**src/rtl/baudot_pkg.sv**
```systemverilog
// Shared ITA2 Baudot definitions.
// Used by the serial receiver and by the downstream Baudot-to-ASCII converter.
// It provides the shift-code constants, the receiver state encoding and a
// shift-code helper.
package baudot_pkg;

    localparam logic [4:0] ITA2_LTRS = 5'b11111;
    localparam logic [4:0] ITA2_FIGS = 5'b11011;

    typedef enum logic [2:0] {
        WAIT_MARK,
        IDLE,
        START,
        DATA,
        STOP
    } rx_state_e;

    // True for the two codes that only change the shift state.
    function automatic logic is_shift_code(input logic [4:0] c);
        return (c == ITA2_LTRS) || (c == ITA2_FIGS);
    endfunction

endpackage

```
**src/rtl/sync_2ff.sv**
```systemverilog
// Generic two-flop synchronizer. Both flops reset to all ones (line mark).
// Ports:
//   clk_i  - destination clock
//   rst_ni - asynchronous active-low reset
//   d_i    - asynchronous input
//   q_o    - synchronized output, two clk_i edges behind d_i
module sync_2ff #(
    parameter int WIDTH = 1
) (
    input  logic             clk_i,
    input  logic             rst_ni,
    input  logic [WIDTH-1:0] d_i,
    output logic [WIDTH-1:0] q_o
);

    logic [WIDTH-1:0] meta_q;
    logic [WIDTH-1:0] sync_q;

    always_ff @(posedge clk_i or negedge rst_ni) begin
        if (!rst_ni) begin
            meta_q <= '1;
            sync_q <= '1;
        end else begin
            meta_q <= d_i;
            sync_q <= meta_q;
        end
    end

    assign q_o = sync_q;

endmodule

```
**src/rtl/baudot_rx.sv**
```systemverilog
// Oversampling ITA2 Baudot receiver.
// Each frame is 1 start bit (0), 5 data bits sent LSB first, and a stop bit (1).
// The receiver tracks the LTRS/FIGS shift state. Each printable code is
// delivered with its shift flag over a valid/ready handshake.
// Ports:
//   clk_baudot   - clock, OVERSAMPLE x baud
//   rst_n        - asynchronous active-low reset
//   baudot_input - raw line, idle mark (1)
//   code         - received code, bit0 = first data bit
//   code_figs    - shift state captured with code (1 = FIGS)
//   code_valid   - code/code_figs valid, held until accepted
//   code_ready   - consumer accept
//   frame_err    - 1-cycle pulse, stop bit sampled low
//   overrun      - 1-cycle pulse, character dropped because buffer full
//   busy         - a frame is in progress
module baudot_rx
    import baudot_pkg::*;
#(
    parameter int OVERSAMPLE = 16,
    parameter int CNT_W      = 6
) (
    input  logic       clk_baudot,
    input  logic       rst_n,
    input  logic       baudot_input,
    output logic [4:0] code,
    output logic       code_figs,
    output logic       code_valid,
    input  logic       code_ready,
    output logic       frame_err,
    output logic       overrun,
    output logic       busy
);

    localparam logic [CNT_W-1:0] CNT_HALF = CNT_W'(OVERSAMPLE / 2 - 1);
    localparam logic [CNT_W-1:0] CNT_FULL = CNT_W'(OVERSAMPLE - 1);

    logic rx_s;

    sync_2ff #(.WIDTH(1)) u_sync (
        .clk_i  (clk_baudot),
        .rst_ni (rst_n),
        .d_i    (baudot_input),
        .q_o    (rx_s)
    );

    rx_state_e        state_q, state_d;
    logic [CNT_W-1:0] cnt_q, cnt_d;
    logic [2:0]       bit_idx_q, bit_idx_d;
    logic [4:0]       shreg_q, shreg_d;
    logic             figs_q, figs_d;
    logic [4:0]       code_q, code_d;
    logic             code_figs_q, code_figs_d;
    logic             code_valid_q, code_valid_d;
    logic             frame_err_q, frame_err_d;
    logic             overrun_q, overrun_d;
    logic [1:0]       flush_q, flush_d;

    // The synchronizer comes out of reset showing mark. flush_q waits until
    // the real line value has reached rx_s. Without it, a line held low
    // through reset would look like mark followed by a start edge.
    logic sync_ok;
    assign sync_ok = flush_q[1];

    always_ff @(posedge clk_baudot or negedge rst_n) begin
        if (!rst_n) begin
            state_q      <= WAIT_MARK;
            cnt_q        <= '0;
            bit_idx_q    <= '0;
            shreg_q      <= '0;
            figs_q       <= 1'b0;
            code_q       <= '0;
            code_figs_q  <= 1'b0;
            code_valid_q <= 1'b0;
            frame_err_q  <= 1'b0;
            overrun_q    <= 1'b0;
            flush_q      <= '0;
        end else begin
            state_q      <= state_d;
            cnt_q        <= cnt_d;
            bit_idx_q    <= bit_idx_d;
            shreg_q      <= shreg_d;
            figs_q       <= figs_d;
            code_q       <= code_d;
            code_figs_q  <= code_figs_d;
            code_valid_q <= code_valid_d;
            frame_err_q  <= frame_err_d;
            overrun_q    <= overrun_d;
            flush_q      <= flush_d;
        end
    end

    always_comb begin
        state_d      = state_q;
        cnt_d        = cnt_q;
        bit_idx_d    = bit_idx_q;
        shreg_d      = shreg_q;
        figs_d       = figs_q;
        code_d       = code_q;
        code_figs_d  = code_figs_q;
        code_valid_d = code_valid_q;
        frame_err_d  = 1'b0;
        overrun_d    = 1'b0;
        flush_d      = {flush_q[0], 1'b1};

        // Accept. A delivery on the same edge sets valid again below.
        if (code_valid_q && code_ready) begin
            code_valid_d = 1'b0;
        end

        unique case (state_q)
            WAIT_MARK: begin
                if (sync_ok && rx_s) begin
                    state_d = IDLE;
                end
            end

            IDLE: begin
                if (!rx_s) begin
                    state_d = START;
                    cnt_d   = '0;
                end
            end

            START: begin
                if (cnt_q == CNT_HALF) begin
                    if (!rx_s) begin
                        state_d   = DATA;
                        cnt_d     = '0;
                        bit_idx_d = '0;
                    end else begin
                        state_d = IDLE;   // glitch, too short to be a start bit
                    end
                end else begin
                    cnt_d = cnt_q + CNT_W'(1);
                end
            end

            DATA: begin
                if (cnt_q == CNT_FULL) begin
                    cnt_d = '0;
                    // LSB-first: after five right-shifts the first bit is in bit0.
                    shreg_d = {rx_s, shreg_q[4:1]};
                    if (bit_idx_q == 3'd4) begin
                        state_d = STOP;
                    end else begin
                        bit_idx_d = bit_idx_q + 3'd1;
                    end
                end else begin
                    cnt_d = cnt_q + CNT_W'(1);
                end
            end

            STOP: begin
                if (cnt_q == CNT_FULL) begin
                    cnt_d = '0;
                    if (rx_s) begin
                        state_d = IDLE;
                        if (is_shift_code(shreg_q)) begin
                            figs_d = (shreg_q == ITA2_FIGS);
                        end else if (!code_valid_q || code_ready) begin
                            code_d       = shreg_q;
                            code_figs_d  = figs_q;
                            code_valid_d = 1'b1;
                        end else begin
                            overrun_d = 1'b1;
                        end
                    end else begin
                        frame_err_d = 1'b1;
                        state_d     = WAIT_MARK;
                    end
                end else begin
                    cnt_d = cnt_q + CNT_W'(1);
                end
            end

            default: begin
                state_d = WAIT_MARK;
            end
        endcase
    end

    assign code       = code_q;
    assign code_figs  = code_figs_q;
    assign code_valid = code_valid_q;
    assign frame_err  = frame_err_q;
    assign overrun    = overrun_q;
    assign busy       = (state_q != IDLE) && (state_q != WAIT_MARK);

endmodule

```
**config.mk**
```make
export PLATFORM = sky130hd
export DESIGN_NAME = baudot_rx
export DESIGN_NICKNAME = d
export VERILOG_FILES = /design/src/rtl/baudot_pkg.sv /design/src/rtl/sync_2ff.sv /design/src/rtl/baudot_rx.sv
export SDC_FILE = /design/constraint.sdc
export NUM_CORES = 1
export LEC_CHECK = 0
export BUFFER_PORTS_ARGS = -buffer_cell sky130_fd_sc_hd__buf_2
export CAP_MARGIN = 25
export CORE_ASPECT_RATIO = 1.25
export CORE_MARGIN = 3
export CORE_UTILIZATION = 62
export DETAILED_ROUTE_END_ITERATION = 10
export GPL_TIMING_DRIVEN = 0
export PLACE_DENSITY = 0.83
export SLEW_MARGIN = 10
export SYNTH_ARGS = -nofsm -noshare
export SYNTH_HDL_FRONTEND = slang
export SYNTH_HIERARCHICAL = 1
export SYNTH_SLANG_ARGS = --single-unit
```
**constraint.sdc**
```tcl
create_clock -name clk_baudot -period 3.6 [get_ports clk_baudot]
set_input_delay 0.36 -clock clk_baudot [delete_from_list [all_inputs] [get_ports clk_baudot]]
set_output_delay 0.36 -clock clk_baudot [all_outputs]
set_load 0.01 [all_outputs]
```
==> key figures, run 1 <==
Outcome
  – Outcome: finished clean

Hold path
  – Hold crit path type: in -> async

Logic synthesis
  – Mapped Area: 1490 sq um
  – Synth cell count leaders: dfrtp_1 (29), nand3_1 (8), nor2_1 (8), nand2_1 (7)
  – Synth Net Count: 136
  – EDFF count, synth: 0
  – Seq/Total Area, Yosys: 52.2%
  – Ys Warns: 6
  – Area leader, netlist: dfrtp_1
  – Cells after Synth: 129
  – FFs w/ async S/R, synth: 100%
  – Main area contributors after synthesis: dfrtp_1 (49%), mux2_4 (6.0%), mux2_2 (4.5%), dfstp_2 (3.5%), nand3_1 (2.7%)
  – Syn avg cell area: 11.6 sq um
  – Yosys cell types: 43
  – Seq cells post-synth: 31
  – Most used DFF post-synth: dfrtp_1
  – Count leader, synth: dfrtp_1
  – Synth top area share: 48.7%

Global routing
  – Largest net degree at the start of global routing: 32
  – Gr ovfl total: 0
  – GR Util met2: 34.6%
  – GR Util met3: 5.41%
  – Grt met1 use: 22.1%
  – Vias in the first global route: 1012
  – Initial antenna violation count: 0
  – GRT busiest layer: met2
  – First-pass GRT wire length: 4480 um
  – Gr usage total: 20.1%

Layout
  – Layout cell share with drive strength beyond 1: 28.7%
  – Final core occ: 73.6%
  – Area of the multi-input gates: 671 sq um
  – Fillers: 176
  – Final layout net count: 156
  – Design area: 1640 sq um
  – N_diodes: 0
  – Layout area overhead: 10.3%
  – Non-Filler Instances: 181
  – Seq. cell area: 778 sq um

Flow run
  – Count of max-cap constraint violations: 0

STA
  – Final period util: 51.6%
  – Final setup fails: 0
  – Fin. Hold Viols: 0
  – Final slew viol count: 0
  – Worst clock skew: 5.33 ps
  – Crit path time final: 1860 ps
  – RSZ-0062 raised after global routing: false
  – Worst-margin pin slew: 664 ps
  – Setup TNS: 0 ps
  – Headroom to the max-slew limit: 55.7%
  – Highest Clock Rate: 0.538 GHz
  – Hold_ws: 51.3 ps

Worst setup path
  – Reg2reg setup slack: 1740 ps
  – Critical path arrival: 2080 ps
  – Critical path required time: 3820 ps
  – R2r startpoint: cnt_q[0]
  – Capturing point of the worst reg2reg path: shreg_q[4]
  – Reg2reg path depth: 5
  – Crit path launch type: register
  – CP max FO: 6
  – Critical Path End Type: register
  – CP Class: reg -> reg

Power and ir drop
  – Clock power frac: 19.7%
  – Internal Power: 0.000622 W
  – Worst VDD drop: 0.466 mV
  – Sequential Power Share: 48.7%
  – P per Cell Area: 585 nW/um^2
  – Leak pwr: 0.780 nW
  – Gate power share: 31.6%
  – Sw frac: 35.3%
  – Sw power: 0.000340 W

Place
  – Number of port buffers: 13
  – Final Wtd Congestion: 0.829
  – Dpl hpwl: 1910 um
  – Cells after DPL: 173
  – Area after DPL: 1590 sq um

Drt
  – WL final: 2600 um
  – DR vias/cell: 5.66
  – 1st-iter DRT viols: 11
  – DR DRC count: 0
  – WL/cell: 14.4 um
  – Via count: 1025
  – Drt pass-1 iters: 4
  – Detail Route Antenna Nets: 0

CTS
  – Resized Gates After CTS: 0
  – H-tree depth reported by CTS: 2
  – Clk_lat worst skew: 330 ps
  – CTS tree: done
  – CTS max path bufs: 2
  – Clock sinks: 31
  – Clock transition at path regs: 90 ps
  – Hold Buf Count CTS: 0
  – CTS Root Cell: clkbuf_4
  – Postcts setup bufs: 0
  – CTS Buf Count: 5

Die
  – Initial Util: 66.7%
  – Die span in y: 60.8 um
  – # IOs: 14
  – Chip Width: 49.9 um
  – Core ar.: 2230 sq um
  – Row cnt: 19
  – Die area: 3030 sq um
[flip-flops by register name, indices dropped and copies added, names as in the netlist, 2 cells and up]
| name | count |
|---|---|
| state_q | 3 |
| flush_q | 2 |
| code | 5 |
| bit_idx_q | 3 |
| shreg_q | 5 |
| cnt_q | 6 |
[worst max-delay path, stage by stage (launching register included)]
cell and delay (ps):
dfrtp_1 420, ha_1 260, and3_2 260, and2_1 180
nand3_1 250, mux2_2 370
[how the worst max path moves through the flow]
stage | startpoint | end | cells past startpoint
after global placement | cnt_q[0] | shreg_q[2] | 5
after floorplan | cnt_q[0] | code[0] | 6
after CTS | cnt_q[0] | shreg_q[4] | 5
final | cnt_q[0] | shreg_q[4] | 5
after global routing | cnt_q[0] | cnt_q[3] | 5
after detailed placement | cnt_q[0] | shreg_q[4] | 5
[routing by layer]
metal,vias up,wire length (um)
met4,0,68
li1,498,-
met3,8,84
met1,501,1090
met2,18,1360
met5,-,0
[logic make-up after synthesis]
family | Yosys count | synth area share (%)
flip-flops | 31 | 52.2
other | 1 | 0.252
adder cells (fa/ha/maj) | 3 | 2.52
AND/OR/NAND/NOR | 46 | 18.0
buffers and inverters | 8 | 2.77
XOR/XNOR | 4 | 2.35
multiplexers | 14 | 11.9
AO/OA/AOI/OAI | 22 | 9.99
[cell usage in the layout, fill, tap and decap left out, types with 3 or more instances in the layout]
cell type   n
dfrtp_1    29
buf_2      16
nor2_1      8
nand3_1     8
nand2_1     7
mux2_2      6
o21ai_0     6
mux2_4      6
clkbuf_4    5
inv_1       4
nand4_1     4
and2_1      3
nand2b_1    3
a21oi_1     3
xnor2_1     3
ha_1        3
[power by group through the flow]
stage	clock [W]	combinational, W	sequential, W
detailed placement	0	0.000305	0.000475
global placement	0	0.000292	0.000470
finish	0.000189	0.000304	0.000469
CTS	0.000193	0.000306	0.000468
floorplan	0	0.000244	0.000460
global route	0.000207	0.000345	0.000478
[through the flow]
stage / power, W / setup WS (ps)
finish: 0.000962 / 1740
global route: 0.00103 / 1610
CTS: 0.000967 / 1730
detailed placement: 0.000780 / 1750
global placement: 0.000761 / 1800
floorplan: 0.000704 / 1900
[cell type report]
cell class / count / share of cell area (%)
Sequential cell: 31 / 47.3
Multi-Input combinational cell: 90 / 40.8
Timing Repair Buffer: 13 / 3.96
Clock buffer: 7 / 2.74
Tap cell: 31 / 2.36
Buffer: 4 / 1.60
Inverter: 4 / 0.913
Clock inverter: 1 / 0.304
Note: power is estimated with default switching activity, not from simulation.
==> run 2, diff against run 1 <==
--- a/config.mk
+++ b/config.mk
@@ -5,14 +5,15 @@
 export SDC_FILE = /design/constraint.sdc
 export NUM_CORES = 1
 export LEC_CHECK = 0
+export ABC_AREA = 1
 export BUFFER_PORTS_ARGS = -buffer_cell sky130_fd_sc_hd__buf_2
 export CAP_MARGIN = 25
 export CORE_ASPECT_RATIO = 1.25
 export CORE_MARGIN = 3
-export CORE_UTILIZATION = 62
+export CORE_UTILIZATION = 52
 export DETAILED_ROUTE_END_ITERATION = 10
 export GPL_TIMING_DRIVEN = 0
-export PLACE_DENSITY = 0.83
+export PLACE_DENSITY = 0.74
 export SLEW_MARGIN = 10
 export SYNTH_ARGS = -nofsm -noshare
 export SYNTH_HDL_FRONTEND = slang
==> constraint.sdc (replaced) <==
create_clock -name clk_baudot -period 1.6 [get_ports clk_baudot]
set_input_delay 0.16 -clock clk_baudot [delete_from_list [all_inputs] [get_ports clk_baudot]]
set_output_delay 0.16 -clock clk_baudot [all_outputs]
set_load 0.01 [all_outputs]
==> run 2 against run 1 <==
Compared with the run above:
- worst setup slack worse by 1700 ps
- hold slack improved by 120 ps
- global-route usage is 0.58 points lower
- sequential cell count did not move
- combinational power rose to 3.4 times the previous value
- critical path depth rose by 5
- largest cell class unchanged
- critical path type unchanged
==> key figures, run 2 <==
Outcome
  – Outcome: finished clean

Worst setup path
  – CP Class: reg -> reg
  – Critical path arrival: 1740 ps
  – Crit path launch type: register
  – Critical path required time: 1820 ps
  – Critical Path End Type: register
  – CP max FO: 7

Logic synthesis
  – Synth Net Count: 189
  – FFs w/ async S/R, synth: 100%
  – Yosys cell types: 25
  – Synth top area share: 46.7%
  – Main area contributors after synthesis: dfrtp_1 (47%), nand2_1 (13%), inv_1 (4.8%), nand3_1 (4.8%), dfstp_2 (3.4%)
  – Most used DFF post-synth: dfrtp_1
  – Seq/Total Area, Yosys: 50.1%
  – Count leader, synth: nand2_1
  – Seq cells post-synth: 31
  – Syn avg cell area: 8.53 sq um
  – Ys Warns: 6
  – EDFF count, synth: 0
  – Area leader, netlist: dfrtp_1
  – Cells after Synth: 182
  – Synth cell count leaders: nand2_1 (54), dfrtp_1 (29), inv_1 (20), nand3_1 (15), o21ai_0 (8)
  – Mapped Area: 1550 sq um

Die
  – Die span in y: 67.1 um
  – Chip Width: 54.9 um
  – # IOs: 14
  – Core ar.: 2760 sq um
  – Initial Util: 56.3%
  – Row cnt: 21
  – Die area: 3680 sq um

Drt
  – Detail Route Antenna Nets: 0
  – DR DRC count: 0
  – WL/cell: 12.3 um
  – Drt pass-1 iters: 4
  – 1st-iter DRT viols: 37
  – Via count: 1269
  – DR vias/cell: 5.24
  – WL final: 2970 um

Place
  – Final Wtd Congestion: 0.885
  – Dpl hpwl: 2170 um
  – Number of port buffers: 13
  – Cells after DPL: 229

Layout
  – Layout cell share with drive strength beyond 1: 26.0%
  – Final layout net count: 214
  – Commonest non-fill, non-tap cells in the layout: nand2_1 (53), dfrtp_1 (29), inv_1 (20)
  – N_diodes: 0
  – Layout area overhead: 14.0%
  – Top reg by flops: cnt_q
  – Fillers: 236
  – Commonest non-fill, non-tap cell in the layout: nand2_1
  – Non-Filler Instances: 242
  – Max reg flops: 6

STA
  – Crit path time final: 1520 ps
  – RSZ-0062 raised after global routing: true
  – Fin. Hold Viols: 0
  – Final setup fails: 0
  – Hold_ws: 172 ps
  – Final period util: 94.9%
  – Worst clock skew: 13.9 ps
  – Worst-margin pin slew: 661 ps
  – Headroom to the max-slew limit: 55.9%
  – Final slew viol count: 0
  – Highest Clock Rate: 0.658 GHz

CTS
  – CTS Root Cell: clkbuf_4
  – Clock sinks: 31
  – CTS max path bufs: 2
  – CTS Buf Count: 5
  – CTS tree: done
  – Clock transition at path regs: 100 ps
  – H-tree depth reported by CTS: 2
  – Clk_lat worst skew: 340 ps

Flow run
  – Count of max-cap constraint violations: 0

Global routing
  – Gr ovfl total: 0
  – Gr usage total: 19.6%
  – Largest net degree at the start of global routing: 32
  – Initial antenna violation count: 0
  – Vias in the first global route: 1259
  – First-pass GRT wire length: 5040 um

Power and ir drop
  – Worst VDD drop: 0.768 mV
  – P per Cell Area: 1400 nW/um^2
  – Leak pwr: 0.881 nW

Hold path
  – Hold crit path type: in -> reg
==> run 2: per-layer routing <==
layer	wire (um)	global-route usage, %
met1	1220	20.0
met5	0	0
met3	144	6.71
met4	68	10.9
met2	1540	33.3
==> run 2: timing repair <==
item,in CTS,in global routing
setup buffers,0,3
resized for setup,0,4
hold buffers,2,0
hold endpoints to repair,30,0
endpoints found under the setup margin,0,15
==> run 2: area by class of cell <==
class / count / area [sq um] / area share [%]
flip-flops and latches: 31 / 778 / 44.0
multi-input cells: 125 / 684 / 38.7
repair buffers: 18 / 108 / 6.08
inverters: 24 / 91.3 / 5.16
clock buffers: 7 / 45.0 / 2.54
well taps: 34 / 42.5 / 2.40
plain buffers: 2 / 16.3 / 0.919
clock inverters: 1 / 5.00 / 0.283
==> run 2: worst max-delay path: stages (launching register included) <==
cell and delay, ps:
dfrtp_1 400, ha_1 180, nand2_2 90, nor2_4 130
nand2_4 90, clkinv_2 100, nand2_1 70, nand2_2 130
nand2_2 60, nand2_1 70, nand2_1 70
==> run 2: kinds of logic (layout without fill, tap and decap cells) <==
group,Yosys count,in the layout,synth area share (%)
buf+inv,26,52,6.93
fa+ha+maj,3,3,2.42
other cells,1,1,0.242
simple gates,99,99,31.4
compound gates,22,22,8.86
flops,31,31,50.1
==> run 2: where the power goes <==
group	internal [W]	switching, W	leakage [nW]
combinational	0.000356	0.000671	0.438
sequential	0.000895	0.000128	0.414
clock	0.000171	0.000255	0.0293
==> run 2: worst paths after layout <==
check / slack, ps / depth (start not counted) / from / endpoint
worst min register to register: 360 / 0 / flush_q[0] / flush_q[1]
worst max-delay path: 80 / 10 / cnt_q[0] / state_q[0]
worst min-delay path: 170 / 4 / code_ready / overrun
worst max register to register: 80 / 10 / cnt_q[0] / state_q[0]
min in group asynchronous: 380 / 2 / rst_n / cnt_q[2]
max in group asynchronous: 790 / 2 / rst_n / state_q[1]
==> run 2: metrics by stage <==
step | TNS [ps] | instance area, sq um | setup WS (ps) | power [W] | utilization, %
global placement | 0 | 1660 | 66.5 | 0.00193 | 60.2
detailed placement | 0 | 1660 | 70.7 | 0.00197 | 60.2
floorplan | 0 | 1550 | 193 | 0.00176 | -
global route | -70.9 | 1770 | -45.1 | 0.00269 | 64.2
CTS | 0 | 1730 | 21.5 | 0.00242 | 62.7
finish | 0 | 1770 | 80.9 | 0.00248 | 64.2
==> run 3, diff against run 2 <==
--- a/config.mk
+++ b/config.mk
@@ -7,13 +7,13 @@
 export LEC_CHECK = 0
 export ABC_AREA = 1
 export BUFFER_PORTS_ARGS = -buffer_cell sky130_fd_sc_hd__buf_2
-export CAP_MARGIN = 25
 export CORE_ASPECT_RATIO = 1.25
 export CORE_MARGIN = 3
-export CORE_UTILIZATION = 52
+export CORE_UTILIZATION = 55
+export CTS_BUF_LIST = sky130_fd_sc_hd__clkbuf_4 sky130_fd_sc_hd__clkbuf_8
 export DETAILED_ROUTE_END_ITERATION = 10
 export GPL_TIMING_DRIVEN = 0
-export PLACE_DENSITY = 0.74
+export PLACE_DENSITY = 0.78
 export SLEW_MARGIN = 10
 export SYNTH_ARGS = -nofsm -noshare
 export SYNTH_HDL_FRONTEND = slang
==> run 3 against run 2 <==
Compared with the run above:
- via count fell by 0.63%
- combinational power barely moved
- worst setup slack improved by 23 ps
- global-route usage barely moved
- clock skew fell by 6.0 ps
- sequential power barely moved
- sequential share of layout area fell by 0.85 points
- first-iteration DRC count rose by 32%
- critical path depth fell by 1
- wire length fell by 0.13%
- clock power rose by 8.0%
- critical path type unchanged
==> key figures, run 3 (synthesis results as in run 2) <==
Power and ir drop
  – Clock power frac: 18.2%
  – Internal Power: 0.00147 W
  – Sw frac: 41.8%
  – Sequential Power Share: 41.1%
  – Worst VDD drop: 0.916 mV
  – Leak pwr: 0.903 nW
  – Gate power share: 40.8%
  – Sw power: 0.00106 W
  – P per Cell Area: 1400 nW/um^2

STA
  – Final setup margin: 104 ps
  – Worst-margin pin slew: 673 ps
  – Crit path time final: 1500 ps
  – Final period util: 93.5%
  – Worst clock skew: 7.84 ps
  – Hold_ws: 160 ps
  – Final setup fails: 0
  – Fin. Hold Viols: 0
  – Final slew viol count: 0
  – Headroom to the max-slew limit: 55.2%
  – Highest Clock Rate: 0.668 GHz

Die
  – Row cnt: 20
  – Die span in y: 65.4 um
  – Die area: 3500 sq um
  – Core ar.: 2550 sq um
  – Initial Util: 60.8%
  – # IOs: 14
  – Chip Width: 53.5 um

Layout
  – Final core occ: 70.7%
  – Commonest non-fill, non-tap cell in the layout: nand2_1
  – Layout area overhead: 16.3%
  – Fillers: 209
  – Final layout net count: 215
  – Max reg flops: 6
  – Non-Filler Instances: 242
  – Area of the multi-input gates: 702 sq um
  – Design area: 1810 sq um
  – N_diodes: 0
  – Layout cell share with drive strength beyond 1: 27.8%
  – Top reg by flops: cnt_q
  – Seq. cell area: 778 sq um
  – Commonest non-fill, non-tap cells in the layout: nand2_1 (53), dfrtp_1 (29), inv_1 (20)

CTS
  – CTS max path bufs: 2
  – CTS Buf Count: 5
  – Clk_lat worst skew: 330 ps
  – CTS Root Cell: clkbuf_4
  – H-tree depth reported by CTS: 2
  – Clock transition at path regs: 90 ps
  – Clock sinks: 31
  – CTS tree: done

Outcome
  – Outcome: finished clean

Drt
  – DR DRC count: 0
  – Detail Route Antenna Nets: 0
  – 1st-iter DRT viols: 49
  – Drt pass-1 iters: 4
  – WL/cell: 12.3 um
  – DR vias/cell: 5.21
  – Via count: 1261
  – WL final: 2970 um

Flow run
  – Count of max-cap constraint violations: 0

Worst setup path
  – Reg2reg path depth: 9
  – CP Class: reg -> reg
  – Setup crit end: code[0]
  – Critical Path End Type: register
  – Crit path launch type: register
  – Critical path required time: 1820 ps
  – Capturing point of the worst reg2reg path: code[0]
  – CP max FO: 10
  – Crit path from: cnt_q[1]
  – Critical path arrival: 1720 ps
  – Reg2reg setup slack: 100 ps
  – R2r startpoint: cnt_q[1]

Place
  – Cells after DPL: 228
  – Post-place setup slack: 28.2 ps
  – Final Wtd Congestion: 0.834
  – Number of port buffers: 13
  – Area after DPL: 1660 sq um
  – Dpl hpwl: 2160 um

Global routing
  – Vias in the first global route: 1242
  – Largest net degree at the start of global routing: 32
  – First-pass GRT wire length: 4960 um
  – Gr ovfl total: 0
  – Gr usage total: 19.6%
  – Initial antenna violation count: 0

Hold path
  – Hold depth: 4
  – Hold crit path type: in -> reg
[run 3: timing repair]
| action | in CTS | in global routing |
|---|---|---|
| endpoints found under the hold margin | 30 | 0 |
| resized for setup | 0 | 8 |
| hold buffers | 2 | 0 |
| endpoints found under the setup margin | 0 | 13 |
| setup buffers | 0 | 5 |
[run 3: how the worst min path moves through the flow]
stage | startpoint | endpoint
detailed placement | rst_n | cnt_q[5]
global route | code_ready | code_valid
floorplan | rst_n | bit_idx_q[0]
global placement | rst_n | cnt_q[4]
finish | code_ready | overrun
CTS | code_ready | overrun
[run 3: cell type report]
cell class              count  share of cell area, %
flip-flops and latches     31                   43.1
multi-input cells         125                   38.9
repair buffers             20                   6.79
inverters                  24                   5.13
clock buffers               7                   2.91
well taps                  33                   2.29
plain buffers               1                  0.624
clock inverters             1                  0.277
[run 3: power by group through the flow]
| stage | Sequential (W) | Combinational (W) | Clock (W) |
|---|---|---|---|
| final | 0.00104 | 0.00103 | 0.000460 |
| after global routing | 0.00105 | 0.00118 | 0.000515 |
| after CTS | 0.00103 | 0.000940 | 0.000473 |
| after detailed placement | 0.00104 | 0.000933 | 0 |
| after global placement | 0.00103 | 0.000898 | 0 |
| after floorplan | 0.00101 | 0.000748 | 0 |
[run 3: critical path, cell delays in order, from the launching register on]
cell	delay [ps]
dfrtp_1	440
ha_4	170
nand2_4	70
nor2_4	140
nand2_4	90
inv_4	100
nand4_4	80
buf_6	160
nand2_1	80
o21ai_2	50
[run 3: per-layer routing]
metal	track usage [%]	share of wire [%]	vias to the layer above
li1	-	-	635
met1	19.6	42	600
met2	35.4	53	18
met3	6.12	3.4	8
met4	8.63	2.0	0
met5	0	0	-
[run 3: through the flow]
step	power [W]	setup TNS, ps
after floorplan	0.00176	0
after global placement	0.00193	0
after detailed placement	0.00198	0
after CTS	0.00244	0
after global routing	0.00274	-0.0270
final	0.00253	0
